File: config.mk
export PLATFORM = sky130hd
export DESIGN_NAME = arb4_rr_flat
export DESIGN_NICKNAME = d
export VERILOG_FILES = /design/src/rtl/arb4_pkg.sv /design/src/rtl/arb4_rr_if.sv /design/src/rtl/rr_pick4.sv /design/src/rtl/arb4_rr.sv /design/src/flat_wrapper.sv
export SDC_FILE = /design/constraint.sdc
export NUM_CORES = 1
export LEC_CHECK = 0
export ABC_AREA = 1
export CORE_MARGIN = 5
export CORE_UTILIZATION = 54
export CTS_CLUSTER_SIZE = 25
export DETAILED_ROUTE_END_ITERATION = 16
export PLACE_DENSITY_LB_ADDON = 0.08
export SETUP_SLACK_MARGIN = 0.02
export SLEW_MARGIN = 40
export SYNTH_ARGS = -nofsm -noshare
export SYNTH_HDL_FRONTEND = slang
export SYNTH_SLANG_ARGS = --single-unit
File: constraint.sdc
create_clock -name i_clk -period 4.6 [get_ports i_clk]
set_input_delay 0.69 -clock i_clk [delete_from_list [all_inputs] [get_ports i_clk]]
set_output_delay 0.69 -clock i_clk [all_outputs]
set_load 0.01 [all_outputs]
File: src/rtl/arb4_pkg.sv
// ---------------------------------------------------------------------------
// arb4_pkg -- shared types and constants for the 4-way round-robin arbiter.
//   state_t        : arbiter FSM state (IDLE = no grant, BUSY = grant held)
//   N_REQ          : number of requesters
//   IDX_W          : width of a requester index
//   CNT_W          : width of the watchdog counter
//   idx_to_onehot  : requester index -> one-hot grant vector
// ---------------------------------------------------------------------------
package arb4_pkg;

  localparam int N_REQ = 4;
  localparam int IDX_W = 2;
  localparam int CNT_W = 16;

  typedef enum logic [0:0] {
    IDLE = 1'b0,
    BUSY = 1'b1
  } state_t;

  function automatic logic [N_REQ-1:0] idx_to_onehot(input logic [IDX_W-1:0] idx);
    logic [N_REQ-1:0] oh;
    oh      = {N_REQ{1'b0}};
    oh[idx] = 1'b1;
    return oh;
  endfunction

endpackage

File: src/rtl/arb4_rr_if.sv
// ---------------------------------------------------------------------------
// arb4_rr_if -- request/grant bundle between requesters and the arbiter.
//   i_req   [3:0] : level-sensitive request, bit k = requester k
//   i_done        : pulse, current grant finished
//   o_gnt   [3:0] : one-hot grant, zero when idle
//   o_s     [1:0] : binary index of the granted requester (mux select)
//   o_valid       : a grant is held, qualifies o_s
//   o_tmo         : one-cycle forced-release pulse (ARB4_RR_TIMEOUT_EN only)
// Modports: master = requester/consumer side, slave = arbiter side.
// ---------------------------------------------------------------------------
interface arb4_rr_if
  import arb4_pkg::*;
();

  logic [N_REQ-1:0] i_req;
  logic             i_done;
  logic [N_REQ-1:0] o_gnt;
  logic [IDX_W-1:0] o_s;
  logic             o_valid;
`ifdef ARB4_RR_TIMEOUT_EN
  logic             o_tmo;

  modport master (output i_req, output i_done,
                  input  o_gnt, input o_s, input o_valid, input o_tmo);
  modport slave  (input  i_req, input i_done,
                  output o_gnt, output o_s, output o_valid, output o_tmo);
`else
  modport master (output i_req, output i_done,
                  input  o_gnt, input o_s, input o_valid);
  modport slave  (input  i_req, input i_done,
                  output o_gnt, output o_s, output o_valid);
`endif

endinterface

File: src/rtl/rr_pick4.sv
// ---------------------------------------------------------------------------
// rr_pick4 -- combinational rotating-priority picker.
//   req    [3:0] : request vector
//   ptr    [1:0] : highest-priority requester; search order ptr, ptr+1, ...
//   found        : at least one request is set
//   winner [1:0] : first requester found in search order (ptr when none)
// ---------------------------------------------------------------------------
module rr_pick4
  import arb4_pkg::*;
(
  input  logic [N_REQ-1:0] req,
  input  logic [IDX_W-1:0] ptr,
  output logic             found,
  output logic [IDX_W-1:0] winner
);

  logic [IDX_W-1:0] cand;

  // Walk the search order backwards so the lowest offset from ptr wins last.
  always_comb begin
    found  = 1'b0;
    winner = ptr;
    cand   = ptr;
    for (int i = N_REQ - 1; i >= 0; i--) begin
      cand = ptr + IDX_W'(i);
      if (req[cand]) begin
        found  = 1'b1;
        winner = cand;
      end else begin
        found  = found;
      end
    end
  end

endmodule

File: src/rtl/arb4_rr.sv
// ---------------------------------------------------------------------------
// arb4_rr -- 4-requester round-robin arbiter with grant hold until release.
//   Parameter TMO_CYC (default 16, 2..65535): watchdog limit in BUSY cycles.
//   Optional feature macro: ARB4_RR_TIMEOUT_EN (watchdog + o_tmo).
// Ports:
//   i_clk   : clock, all state on the rising edge
//   i_rst_n : synchronous active-low reset
//   bus     : arb4_rr_if.slave (i_req, i_done in; o_gnt, o_s, o_valid,
//             o_tmo out)
// A grant appears one cycle after arbitration and is held until i_done (or
// the watchdog) releases it. On release the pointer moves past the released
// requester and, if anything is still requesting, the next grant is issued
// on the same edge, so back-to-back grants carry no idle bubble.
// ---------------------------------------------------------------------------
module arb4_rr
  import arb4_pkg::*;
#(
  parameter int TMO_CYC = 16
) (
  input  logic     i_clk,
  input  logic     i_rst_n,
  arb4_rr_if.slave bus
);

  state_t           state_r;
  logic [IDX_W-1:0] ptr_r;
  logic [N_REQ-1:0] gnt_r;
  logic [IDX_W-1:0] s_r;
  logic             valid_r;

  logic [IDX_W-1:0] ptr_eff_s;
  logic             found_s;
  logic [IDX_W-1:0] winner_s;
  logic             release_s;

`ifdef ARB4_RR_TIMEOUT_EN
  localparam logic [CNT_W-1:0] TMO_LAST = CNT_W'(TMO_CYC - 1);

  logic [CNT_W-1:0] cnt_r;
  logic             tmo_r;
  logic             tmo_hit_s;

  // Watchdog expiry; a simultaneous i_done takes precedence, so no pulse.
  always_comb begin
    tmo_hit_s = (state_r == BUSY) && !bus.i_done && (cnt_r == TMO_LAST);
  end

  // Release source: consumer done or watchdog expiry.
  always_comb begin
    release_s = (state_r == BUSY) && (bus.i_done || tmo_hit_s);
  end
`else
  // Release source: consumer done only.
  always_comb begin
    release_s = (state_r == BUSY) && bus.i_done;
  end
`endif

  // While BUSY the only arbitration that matters is on release, which must
  // already see the pointer advanced past the current owner.
  always_comb begin
    if (state_r == BUSY) begin
      ptr_eff_s = s_r + IDX_W'(1);
    end else begin
      ptr_eff_s = ptr_r;
    end
  end

  rr_pick4 u_pick (
    .req    (bus.i_req),
    .ptr    (ptr_eff_s),
    .found  (found_s),
    .winner (winner_s)
  );

  // Arbiter FSM with registered grant outputs.
  always_ff @(posedge i_clk) begin
    if (!i_rst_n) begin
      state_r <= IDLE;
      ptr_r   <= {IDX_W{1'b0}};
      gnt_r   <= {N_REQ{1'b0}};
      s_r     <= {IDX_W{1'b0}};
      valid_r <= 1'b0;
`ifdef ARB4_RR_TIMEOUT_EN
      cnt_r   <= {CNT_W{1'b0}};
      tmo_r   <= 1'b0;
`endif
    end else begin
`ifdef ARB4_RR_TIMEOUT_EN
      tmo_r <= 1'b0;
`endif
      case (state_r)
        IDLE: begin
          if (found_s) begin
            state_r <= BUSY;
            gnt_r   <= idx_to_onehot(winner_s);
            s_r     <= winner_s;
            valid_r <= 1'b1;
`ifdef ARB4_RR_TIMEOUT_EN
            cnt_r   <= {CNT_W{1'b0}};
`endif
          end else begin
            gnt_r   <= {N_REQ{1'b0}};
            valid_r <= 1'b0;
          end
        end
        BUSY: begin
          if (release_s) begin
            ptr_r <= ptr_eff_s;
`ifdef ARB4_RR_TIMEOUT_EN
            tmo_r <= tmo_hit_s;
            cnt_r <= {CNT_W{1'b0}};
`endif
            if (found_s) begin
              gnt_r   <= idx_to_onehot(winner_s);
              s_r     <= winner_s;
              valid_r <= 1'b1;
            end else begin
              state_r <= IDLE;
              gnt_r   <= {N_REQ{1'b0}};
              valid_r <= 1'b0;
            end
          end else begin
`ifdef ARB4_RR_TIMEOUT_EN
            cnt_r <= cnt_r + CNT_W'(1);
`else
            gnt_r <= gnt_r;
`endif
          end
        end
        default: begin
          state_r <= IDLE;
          gnt_r   <= {N_REQ{1'b0}};
          valid_r <= 1'b0;
        end
      endcase
    end
  end

  assign bus.o_gnt   = gnt_r;
  assign bus.o_s     = s_r;
  assign bus.o_valid = valid_r;
`ifdef ARB4_RR_TIMEOUT_EN
  assign bus.o_tmo   = tmo_r;
`endif

endmodule

File: src/flat_wrapper.sv
// flat-port wrapper written by rule: the top's interface ports become plain ports
module arb4_rr_flat import arb4_pkg::*;
#(
  parameter int TMO_CYC = 16
)
  (i_clk, i_rst_n, bus_i_req, bus_i_done, bus_o_gnt, bus_o_s, bus_o_valid);
  arb4_rr_if bus_i ();
  input  logic i_clk;
  input  logic i_rst_n;
  input wire logic [$bits(bus_i.i_req)-1:0] bus_i_req;
  input wire logic [$bits(bus_i.i_done)-1:0] bus_i_done;
  output wire logic [$bits(bus_i.o_gnt)-1:0] bus_o_gnt;
  output wire logic [$bits(bus_i.o_s)-1:0] bus_o_s;
  output wire logic [$bits(bus_i.o_valid)-1:0] bus_o_valid;
  assign bus_i.i_req = bus_i_req;
  assign bus_i.i_done = bus_i_done;
  assign bus_o_gnt = bus_i.o_gnt;
  assign bus_o_s = bus_i.o_s;
  assign bus_o_valid = bus_i.o_valid;
  arb4_rr #(.TMO_CYC(TMO_CYC)) u_core (.i_clk(i_clk), .i_rst_n(i_rst_n), .bus(bus_i));
endmodule
**Word level (Yosys, flattened, before mapping)**

Index checks and enable logic that the tools add are counted.

- Register bits: 10
- Bits of input ports: 7
- Logic and storage cells: 50

- Reductions and logical operators: 3
- Bitwise operators: 1
- Mux-type cells: 30
- Add/subtract/negate cells: 4
- Equality and inequality tests: 1
- Magnitude comparators: 6

Operators by type and width:

| cell | number |
|---|---|
| < comparator 2 x 3 -> 1 bit, second input constant | 5 |
| two-way mux 2 bit | 7 |
| two-way mux 1 bit | 12 |
| binary-select mux 1 bit (select 2 bit) | 4 |
| two-way mux 4 bit | 2 |
| case mux 4 bit (2 select lines) | 1 |
| adder 2 x 1 -> 2 bit, second input constant | 2 |
| adder 2 bit, second input constant | 2 |
| case mux 1 bit (2 select lines) | 2 |
| case mux 2 bit (2 select lines) | 1 |
| demux 1 bit (select 2 bit) | 1 |
| >= comparator 2 x 1 -> 1 bit, second input constant | 1 |
| logical AND 1 bit | 2 |
| != test 2 bit, second input constant | 1 |
| AND reduction 2 bit | 1 |
| NOT 1 bit | 1 |

**Logic depth before layout (Yosys ltp)**

Gate-level depths: netlist of the first run.

- Depth in word-level cells: 16
- Mapped depth: 15

**Hierarchy**

A second synthesis of the first run with hierarchy kept.

- Cells, all modules: 114
- Area total of the unflattened synthesis: 666.9 um^2

By module, submodules not included:

| module | area each (um^2) | times used | seq. area each (um^2) | cells each |
|---|---|---|---|---|
| arb4_rr | 432.9 | 1 | 200.2 | 61 |
| rr_pick4 | 234.0 | 1 | 0.0 | 53 |

**Worst setup path before layout of the first run**

OpenSTA, ideal clock, no wires.

- Kind: in2reg
- From: input port bus_i_req[3]
- To: register u_core.gnt_r[2], in the netlist u_core.bus.o_gnt[2]
- Data required time: 4.481 ns
- Setup time: 0.119 ns
- Slack: 3.076 ns
- Buffers on the path: 0
- Data arrival time: 1.405 ns
- Cell stages on the path: 12
- Path through: nand3_1 -> nand2_1 -> nand2_1 -> nand2_1 -> inv_1 -> nand3_2 -> nand2_2 -> nand3_2 -> nand3_2 -> nor2_1 -> nor2_1 -> nor2_1

- Word-level cells in the longest chain between the ends: 13
- Elaborated cells on any way between the ends: 24
- Classes of those cells: order compare: 2; mux: 21; reduce/logical: 1

RTL lines:

| element | line | RTL |
|---|---|---|
| start: declaration | flat_wrapper.sv:10 | `input wire logic [$bits(bus_i.i_req)-1:0] bus_i_req;` |
| binary-select mux 1 bit (select 2 bit) | rr_pick4.sv:26 | `if (req[cand]) begin` |
| two-way mux 1 bit (implied by the code) | rr_pick4.sv:26 |  |
| two-way mux 2 bit (4 in a row) | rr_pick4.sv:26 |  |
| < comparator 2 x 3 -> 1 bit (implied by the code) or >= comparator 2 x 1 -> 1 bit (tied branches) | arb4_pkg.sv:23 | `oh[idx] = 1'b1;` |
| logical AND 1 bit (implied by the code) | arb4_pkg.sv:23 |  |
| two-way mux 1 bit (implied by the code) | arb4_pkg.sv:23 |  |
| demux 1 bit (select 2 bit) | -- |  |
| two-way mux 4 bit (*) | arb4_rr.sv:94, arb4_rr.sv:114 |  |
| two-way mux 4 bit | arb4_rr.sv:108 | `if (release_s) begin` |
| case mux 4 bit (2 select lines) (*) | arb4_rr.sv:92 | `case (state_r)` |
| end signal: assignment | arb4_rr.sv:96 | `gnt_r <= idx_to_onehot(winner_s);` |
| end signal: assignment | arb4_rr.sv:115 | `gnt_r <= idx_to_onehot(winner_s);` |
| end signal: assignment | arb4_rr.sv:120 | `gnt_r <= {N_REQ{1'b0}};` |
| end: declaration | arb4_rr.sv:27 | `logic [N_REQ-1:0] gnt_r;` |

Mark *: on every way between the ends. The rest lies on a longest branch, timed or not. The select of a mux whose other input is x is not followed.
A chain may end at the register's enable or synchronous reset.

**Final worst setup path of the first run**

- From: register u_core.s_r[0], in the netlist u_core.bus.o_s[0]
- To: output port bus_o_s[0]

RTL lines:

| element | line | RTL |
|---|---|---|
| start: declaration | arb4_rr.sv:28 | `logic [IDX_W-1:0] s_r;` |
| start signal: assignment | arb4_rr.sv:82 | `s_r <= {IDX_W{1'b0}};` |
| start signal: assignment | arb4_rr.sv:97 | `s_r <= winner_s;` |
| start signal: assignment | arb4_rr.sv:116 | `s_r <= winner_s;` |
| end: declaration | flat_wrapper.sv:13 | `output wire logic [$bits(bus_i.o_s)-1:0] bus_o_s;` |

No word-level cell between the ends.

==> results.txt, run 1 <==
- Number of buffers added on ports: 13
- In this run, distinct cell masters in the synthesized netlist total 16.
- Relative to the synthesized area, the layout overhead comes to 22.0%.
- Placement row count: 13
- For this run, the register share of the synthesized area comes to 25.7%.
- Worst clock skew on the final layout: 0.00274 ns
- Summing all placed instances gives a cell area of a little over 900 sq um.
- The first global-routing pass estimated 3030 um of wire.
- When the netlist entered floorplanning its net count stood at 132.
- Result of the run: finished, final reports clean
* Hold Crit Class: flip-flop to flip-flop
- After layout, the worst path uses 43.7% of the clock period.
* Count of maximum capacitance violations: 0
- Floorplan Core Area: 1330 sq um
- Total length of routed wires: 1950 um
* Clk Latency, worst-skew pair: 0.26 ns
* Most common cell after layout, fill and taps aside: nand2_1
* Largest net degree at the start of global routing: 9
- dfxtp_1 takes more of the synthesized area than any other cell.
- GR met1 Demand/Resource: between 10% and 20%
- Finished Cell Area: 950 sq um
- RSZ-0062 raised after global routing: no
- By area the synthesized netlist is led by dfxtp_1, nand2_1, nand3_2.
- After detailed routing, the number of remaining DRC violations is 0.
* Via count normalized by instance count: 5.33
* N_diodes: 0
- Filler cell count: about 120
- Summed over all layers, the global routing overflow is 0.
* Initial cell density of the core: between 50% and 60%
- Synthesized-area fraction occupied by adder cells: 0%
* Peak supply drop: about 230 uV
* Post-synthesis cell count: 125
* Commonest cells after routing, fill and taps aside: nand2_1, inv_1, nand3_1, nor2_1, clkdlybuf4s50_1
* CTS root buf: clkbuf_4
- The count of pins over their slew limit came to 0.
* Fin Setup TNS: 0 ns
* TritonCTS clock tree: built
- Stage delay of the slowest cell on the critical path: slightly below 0.6 ns
- Largest family of logic cells by synthesized area: simple AND/OR/NAND/NOR gates
- Weighted congestion reported at the end of routability-driven placement: between 0.8 and 0.9
* Antenna viol nets, final: 0
- For the pin with the worst max-slew slack, the measured transition is 0.260 ns.
* Top achievable clock speed: 0.498 GHz
- Setup violations remaining at the end of the flow were counted as 0.
- The detailed router placed approximately 830 vias in this run.
- Highest fanout seen on the critical path: 6
- In this run the power density over the cells is between 300 and 400 nW/um^2.
- Before antenna repair, the detailed router went through 5 iterations.
- Area of the die: between 2000 and 2500 sq um
- Leakage power total: slightly below 0.5 nW
- Number of hold-slack violations in the final timing report: 0
- The number of buffers and inverters on the critical path is 1.
* Critical Path RT: ~4 ns
- In this run, CTS created clock tree buffers numbering 3.
* Total clock sinks: 10
- Once the clock tree was built, the setup fixing pass inserted 0 buffers.
- Xor/xnor cell area share of the yosys netlist: 0%
- The layer flagged by global routing as most heavily used is met2.
- In this run, synthesis produced a sequential element count of 10.
- The synthesized netlist devotes around 7.1% of its cell area to compound gates.
- Cell type of the slowest stage on the worst timing path: clkdlybuf4s50_1
- Cell type group with the largest total delay on the critical path: buffers and inverters
- Signal arrival time at the worst endpoint: 1.32 ns
- DR WL/cell: 12.5 um
* Number of synthesis warnings: 0
- Tot GR Track Use: 19.0%
- CTS built an H-tree with a depth of 1.
- Count of hold buffers inserted by post-cts repair: 0
* Number of antenna violations at the first check in global routing: 0
* Mapped Area: 778 sq um
- For met3 alone, demand over resource in global routing was 2.26%.
- Avg Cell Area, Syn: approximately 6.2 sq um
* Type of element launching the critical path: flip-flop
- The signal on the critical path passes through clkdlybuf4s50_1.
- After the first detailed-routing iteration, the DRC count stood at 13.
* Io pins: 14
- Worst slack at placement: 2.37 ns
- The synthesized design devotes to its leading area cell type 25.7% of total area.
- Met2 GRT Util: 37.7%
- Of the total synthesized cell area, the portion taken by AND, OR, NAND and NOR gates is 58.0%.
- Clk pin slew, worst setup/hold paths: 0.06 ns
- From bottom edge to top edge, the die measures 48.0 um.
- In this run the deepest clock path goes through 2 buffers.
- Kind of end point of the critical path: output port
- Proportion of synthesized area in mux cells: 0%
- Net count reported at finish: 150
- The clock period could shrink to 2.01 ns.
* Worst path setup slack after routing: 2.59 ns
* Die width: 48.0 um
- The number of gates resized after CTS was 0.
* Number of global-route vias before repair: around 770
* Worst setup path category: flip-flop to output port
- Summed over all nets, the half-perimeter wirelength after detailed placement is between 1500 and 2000 um.
- Slew margin rel.: 82.6%
- The post-route netlist has 22.0% of its cells at a drive strength greater than 1.
[per-layer routing]
metal	part of all wire, %	routed length (um)
met1	42	825
met2	54	1060
met3	1.6	31
met4	1.7	33
met5	0	0
[through the flow]
stage	utilization (%)	cells	hold WS (ns)	power, mW
2_1_floorplan	-	125	0.488	0.223
3_3_place_gp	69.5	153	0.476	0.267
3_5_place_dp	69.5	153	0.477	0.272
4_1_cts	71.2	156	0.490	0.330
5_1_grt	71.2	156	0.517	0.350
6_report	71.2	156	0.484	0.331
[layout make-up]
class,count,area (sq um),share of cell area [%]
flip-flops and latches,10,200,21.1
well taps,15,18.8,1.98
inverters,19,71.3,7.51
multi-input cells,96,507,53.4
clock buffers,3,22.5,2.37
repair buffers,13,130,13.7
[where the power goes]
group | internal [mW] | switching (mW)
Clock | 0.0301 | 0.0281
Combinational | 0.0642 | 0.0987
Sequential | 0.0983 | 0.0114
[Yosys cell counts (all sizes together)]
cell    number
nand2       50
nand3       21
inv         19
nor2        13
dfxtp       10
a21oi        5
o21ai        3
nand4        1
o211ai       1
o21a         1
or2          1
[worst paths after layout]
kind | cells past startpoint | start | slack (ns) | to
hold reg to reg | 1 | u_core.bus.o_valid | 0.48 | u_core.bus.o_valid
setup reg to reg | 14 | u_core.bus.o_s[0] | 2.82 | u_core.bus.o_gnt[2]
setup / recovery | 1 | u_core.bus.o_s[0] | 2.59 | bus_o_s[0]
hold / removal | 1 | u_core.bus.o_valid | 0.48 | u_core.bus.o_valid
[state kept, by name, indices dropped and copies added (netlist names)]
register            count
u_core.bus.o_gnt        4
u_core.bus.o_s          2
u_core.ptr_r            2
u_core.bus.o_valid      1
u_core.state_r          1
[cell families (layout without fill, tap and decap cells)]
group                  after synthesis  after routing
and+or+nand+nor                     86             86
AOI/OAI and AO/OA                   10             10
buffers and inverters               19             35
DFF                                 10             10
(Power assumes the default switching activity.)
==> inputs of run 2 (changes only) <==
CORE_UTILIZATION = 50   (was 54)
clock period = 2 ns   (was 4.6 ns; I/O delays follow)
==> results.txt, run 2 (synthesis gave the netlist of run 1 again) <==
- TritonCTS clock tree: built
- Number of global-route vias before repair: roughly 760
- Via count normalized by instance count: 4.97
* CTS buffer count: 3
* Signal arrival time at the worst endpoint: 1.88 ns
* Most used cell, CP: nand2_2
* Count of hold buffers inserted by post-cts repair: 0
- Antenna viol nets, final: 0
- Syn-to-layout area delta: 23.2%
- Setup repair after global routing left no endpoint under its margin.
- Across the VDD grid, the largest voltage drop is about 480 uV.
- Leakage power total: 0.497 nW
* Post-route DRC violation count: 0
- The floorplan step defined a die boundary enclosing 2450 sq um.
* Number of H-tree levels: 1
- For the pin with the worst max-slew slack, the measured transition is 0.267 ns.
- Slew margin rel.: between 80 and 90%
- After clock tree synthesis, the clock-pin slew on the worst setup and hold paths is 0.06 ns.
* Depth of the most critical reg-to-reg path: 14
* Floorplan Core Area: 1490 sq um
- Total number of vias: 786
- Leaving out fill and tap cells, the most frequent cell in the layout is nand2_1.
- Number of cells in the design after placement: 155
- Setup violations remaining at the end of the flow were counted as 0.
- Hold is met by around 0.47 ns.
- In this run the worst hold path is classified as flip-flop to flip-flop.
- After filler insertion, the fill cell instance count of the layout stands at 138.
- Clock Path Buffers: 2
- Chip height: 49.5 um
- Clock tree synthesis found a total of 10 sinks.
- Weighted congestion reported at the end of routability-driven placement: 0.839
- First-pass GRT wire length: 2960 um
- Share of layout cells above drive strength 1: 22.5%
- Initial cell density of the core: between 50 and 60%
* Total length of routed wires: 1620 um
- Along the worst path, the maximum fanout reaches 7.
- Placement row count: 14
* Resize count post-CTS: 0
- Stage delay of the slowest cell on the critical path: 0.47 ns
- The register with the most flip-flops in the layout has 4 of them.
- Number of hold-slack violations in the final timing report: 0
- Entering global routing, the biggest net connects 9 pins.
- Data on the critical path is required at its endpoint by approximately 2.2 ns.
* Type of element launching the critical path: flip-flop
- Pwr dens: 772 nW/um^2
* Clk Latency, worst-skew pair: around 0.25 ns
* Commonest cells after routing, fill and taps aside: nand2_1, inv_1, nand3_1, nor2_1, clkdlybuf4s50_1
- 14 I/O pins were placed.
- For this run, the total global-route usage over all layers was measured as 14.4%.
- Final worst-path cycle share: 84.4%
- Net count reported at finish: 151
- Buffer count from post-CTS setup fixing: 0
* Fin Setup TNS: 0 ns
- Subtracting the final worst setup slack from the clock period gives 1.69 ns.
- Kind of end point of the critical path: flip-flop
- The critical path goes through inv_2, nand2_4, nand2_4, nand3_2, nand3_2, nand2_2, inv_2, nand2_2, nand2_2, nand2_2, nand3_2, nor2_1, nor2_1, nor2_1.
- Count of maximum capacitance violations: 0
* Number of cells in the finished layout apart from fillers: 158
- Top achievable clock speed: a little under 0.6 GHz
- Number of cells on the worst hold path: 1
- CTS root buf: clkbuf_4
* Worst setup path category: flip-flop to flip-flop
- The repair_antennas step left the layout with diodes totalling 0.
* Cell type of the slowest stage on the worst timing path: dfxtp_1
* Worst clock skew on the final layout: 0.00226 ns
* Detailed Route Iter0 Violations: 4
- After detailed routing, the average wire length per cell comes to 10.3 um.
* Pre-antenna DRT Iters: 4
* Result of the run: finished, final reports clean
- The count of pins over their slew limit was 0.
- Number of buffers added on ports: 13
- Global routing finished with a remaining overflow of 0.
* Die width: 49.5 um
- Detailed-placement wirelength estimate: 1370 um
- Number of antenna violations at the first check in global routing: 0
## run 2: final cells by class
| cell class | count | area (sq um) | share of cell area, % |
|---|---|---|---|
| multi-input combinational | 96 | 507 | 52.9 |
| sequential | 10 | 200 | 20.9 |
| timing repair buffer | 14 | 138 | 14.4 |
| inverter | 19 | 71.3 | 7.44 |
| clock buffer | 3 | 22.5 | 2.35 |
| tap | 16 | 20.0 | 2.09 |
## run 2: worst max-delay path, delay by kind of cell (launching register included)
kind / cells / cell delay (ns)
buffers and inverters: 2 / 0.16
flip-flops: 1 / 0.47
AND/OR/NAND/NOR: 12 / 0.99
## run 2: path summary, 6_finish.rpt
kind / from / end / slack (ns)
worst min-delay path: u_core.bus.o_valid / u_core.bus.o_valid / 0.47
worst max-delay path: u_core.state_r / u_core.bus.o_gnt[0] / 0.31
worst max register to register: u_core.state_r / u_core.bus.o_gnt[0] / 0.31
worst min register to register: u_core.bus.o_valid / u_core.bus.o_valid / 0.47
## run 2: metal layers
metal  GRT usage (%)  wire (um)
met5               0          0
met4            6.55          9
met3           0.904         28
met2            24.2        819
met1            18.6        768
## run 2: metrics by stage
stage               utilization [%]  power [mW]  setup WS (ns)  area [sq um]
floorplan                         -       0.512          0.478           778
global placement               62.9       0.611          0.227           936
detailed placement             62.9       0.618          0.209           936
CTS                            64.4       0.750          0.314           958
global route                   64.4       0.812         0.0992           958
finish                         64.4       0.739          0.312           958
## run 2: report_power, final
part | total, mW | internal [mW] | switching (mW)
Sequential | 0.248 | 0.226 | 0.0221
Combinational | 0.365 | 0.149 | 0.216
Clock | 0.126 | 0.0688 | 0.0570
==> inputs of run 3 (changes only) <==
CORE_UTILIZATION = 45   (was 50)
clock period = 1.4 ns   (was 2 ns; I/O delays follow)
==> results.txt, run 3 (synthesis gave the netlist of run 1 again) <==
- In this run the number of H-tree levels came out at 1.
- Net switching is 41.8% of the power.
- RSZ-0062 raised after global routing: yes
* FF-to-FF Start: u_core.state_r
- The run finished, with violations left.
- Via count normalized by instance count: between 5 and 6
* Commonest cells after routing, fill and taps aside: nand2_1, nand2_2, buf_4, nand3_2, inv_1
- Max-cap violations in this run came to 0.
- Most common cell after layout, fill and taps aside: nand2_1
* First-pass GRT wire length: 3330 um
* Chip height: 51.6 um
- Across every metal layer, demand over resource in global routing totals 16.6%.
- VDD sags by at most 799 uV.
- Cell type of the slowest stage on the worst timing path: dfxtp_4
- Worst path setup slack after routing: -0.208 ns
- Total clock sinks: 10
- The number of antenna violations at the first check in global routing was 0.
* Cells traversed along the worst timing path: inv_8, nand2_8, nand2_8, nand2_4, nand2_4, nand3_2, nand2_2, inv_2, nand2_2, nand2_2, nand2_2, nand3_2, nor2_1, nor2_1, nor2_1
- In this run the most critical hold path is launched from u_core.bus.o_gnt[3].
- Register share of total power: about 29%
- The number of hold buffers added after CTS was 0.
- Worst setup slack for register-to-register paths: -0.21 ns
- Floorplan Core Area: 1690 sq um
* Worst slack at placement: -0.297 ns
* Flip-flop count of the largest register after layout: 4
- Detailed Route Iter0 Violations: 14
* Pwr dens: about 1000 nW/um^2
- Logic gate share of total power: 55.1%
* Total length of routed wires: 2300 um
- Clk Latency, worst-skew pair: roughly 0.26 ns
- CTS root buf: clkbuf_4
- The count of endpoints failing hold in the final timing report is 0.
- At the pin with the least slew margin, the transition time is approximately 0.22 ns.
- Depth of the most critical reg-to-reg path: 15
* Io pins: 14
- The worst register-to-register path ends at u_core.bus.o_gnt[0].
- After detailed routing, the average wire length per cell comes to 13.1 um.
* Post-route DRC violation count: 0
- Weighted congestion reported at the end of routability-driven placement: roughly 0.81
- Share of layout cells above drive strength 1: between 40 and 50%
* Violated checks: setup timing
* Terminating pin of the worst hold path: u_core.bus.o_gnt[3]
* Number of cells on the worst hold path: 2
- Highest fanout seen on the critical path: 8
- Data on the critical path is required at its endpoint by approximately 1.6 ns.
- Measured against its own limit, the worst slew margin works out to 85.2%.
- TritonCTS clock tree: built
- Derived from the worst setup path, the maximum achievable clock frequency is between 0.6 and 0.7 GHz.
* Worst clock skew on the final layout: about 0.002 ns
* Die width: just over 50 um
- Switch Pwr: 0.536 mW
- Cell internal power was estimated by the tool at between 0.7 and 0.8 mW.
- Minimum clock period after layout: 1.61 ns
* Detailed-placement wirelength estimate: 1530 um
- Total number of vias: about 910
- The first TritonRoute pass finished after 4 iterations.
- Once detail routing completed, the nets flagged for antenna violations numbered 0.
* Most used cell, CP: nand2_2
- Filler cell count: 140
- Number of buffers added on ports: 13
- The floorplan step defined a die boundary enclosing between 2000 and 3000 sq um.
- The critical path is of the flip-flop to flip-flop type.
- Type of element launching the critical path: flip-flop
- Row generation in the floorplan step produced 15 rows.
* Clk pin slew, worst setup/hold paths: 0.06 ns
* Initial cell density of the core: 46.1%
- Slew Viols, Final: 0
- Net count reported at finish: 167
- In this run, the clock network consumes 16.1% of the power.
- Signal arrival time at the worst endpoint: 1.81 ns
- The number of global-route vias before repair came to 849.
* Syn-to-layout area delta: 62.5%
* Kind of end point of the critical path: flip-flop
* CTS buffer count: 3
- Overflow left after global routing: 0
- For this run, the share of the core covered by cells in the final layout is 74.9%.
- Leakage power total: 0.711 nW
- Hold Crit Class: flip-flop to flip-flop
- Clock Path Buffers: 2
- 0 antenna diodes ended up in the layout.
- Entering global routing, the biggest net connects 9 pins.
- Final worst-path cycle share: 115%
- Final-report setup violation count: 6
* Stage delay of the slowest cell on the critical path: 0.40 ns
==> run 3: changes by cell type in the layout (fill, tap and decap cells not counted), moves of 7 or more <==
cell             delta
nand3_2             +8
clkdlybuf4s50_1     -7
nand2_1            -13
buf_4              +16
nand2_2             +8
nand3_1             -9
==> run 3: power groups by stage <==
| stage | clock network (mW) | registers, mW | logic (mW) |
|---|---|---|---|
| final | 0.206 | 0.368 | 0.706 |
| after global routing | 0.242 | 0.374 | 0.768 |
| after CTS | 0.215 | 0.360 | 0.611 |
| after detailed placement | 0 | 0.364 | 0.597 |
| after global placement | 0 | 0.363 | 0.592 |
| after floorplan | 0 | 0.377 | 0.368 |
==> run 3: per-stage QoR <==
stage,hold slack [ns],TNS (ns),area (sq um),total power [mW],instances
3_3_place_gp,0.453,-1.62,1060,0.955,169
4_1_cts,0.467,-0.821,1110,1.19,175
6_report,0.458,-1.05,1260,1.28,176
5_1_grt,0.492,-1.65,1260,1.38,176
2_1_floorplan,0.348,-0.00579,805,0.744,125
3_5_place_dp,0.459,-1.68,1060,0.962,169
==> run 3: area by class of cell <==
| class | instances | area (sq um) | share of cell area (%) |
|---|---|---|---|
| Multi-Input combinational cell | 96 | 654 | 51.7 |
| Tap cell | 17 | 21.3 | 1.68 |
| Sequential cell | 10 | 210 | 16.6 |
| Timing Repair Buffer | 30 | 272 | 21.5 |
| Clock buffer | 4 | 26.3 | 2.08 |
| Inverter | 19 | 81.3 | 6.43 |
==> run 3: routing by layer <==
| metal | GRT usage, % | routed length, um |
|---|---|---|
| met1 | 18.1 | 938 |
| met2 | 29.7 | 1270 |
| met3 | 2.29 | 60 |
| met4 | 10.5 | 36 |
| met5 | 0 | 0 |
==> run 3: how the worst max path moves through the flow <==
stage / slack (ns) / to / cells past startpoint / start
finish: -0.21 / u_core.bus.o_gnt[0] / 15 / u_core.state_r
detailed placement: -0.30 / u_core.bus.o_gnt[0] / 14 / bus_i_req[3]
CTS: -0.16 / u_core.bus.o_gnt[0] / 15 / u_core.state_r
global placement: -0.30 / u_core.bus.o_gnt[0] / 14 / bus_i_req[3]
global route: -0.34 / u_core.bus.o_gnt[0] / 14 / u_core.state_r
floorplan: -0.003 / u_core.bus.o_gnt[2] / 14 / u_core.state_r
==> run 3: worst max-delay path: cells and delay by family (launching register included) <==
family	cells	cell delay [ns]
buffers and inverters	2	0.13
AND/OR/NAND/NOR	13	1.01
flip-flops	1	0.40
==> run 3: repair_timing <==
item	4_1_cts	5_1_grt
cloned	0	0
setup buffers	2	1
gates resized for setup	4	37
pin swaps	7	19
endpoints found under the setup margin	7	12
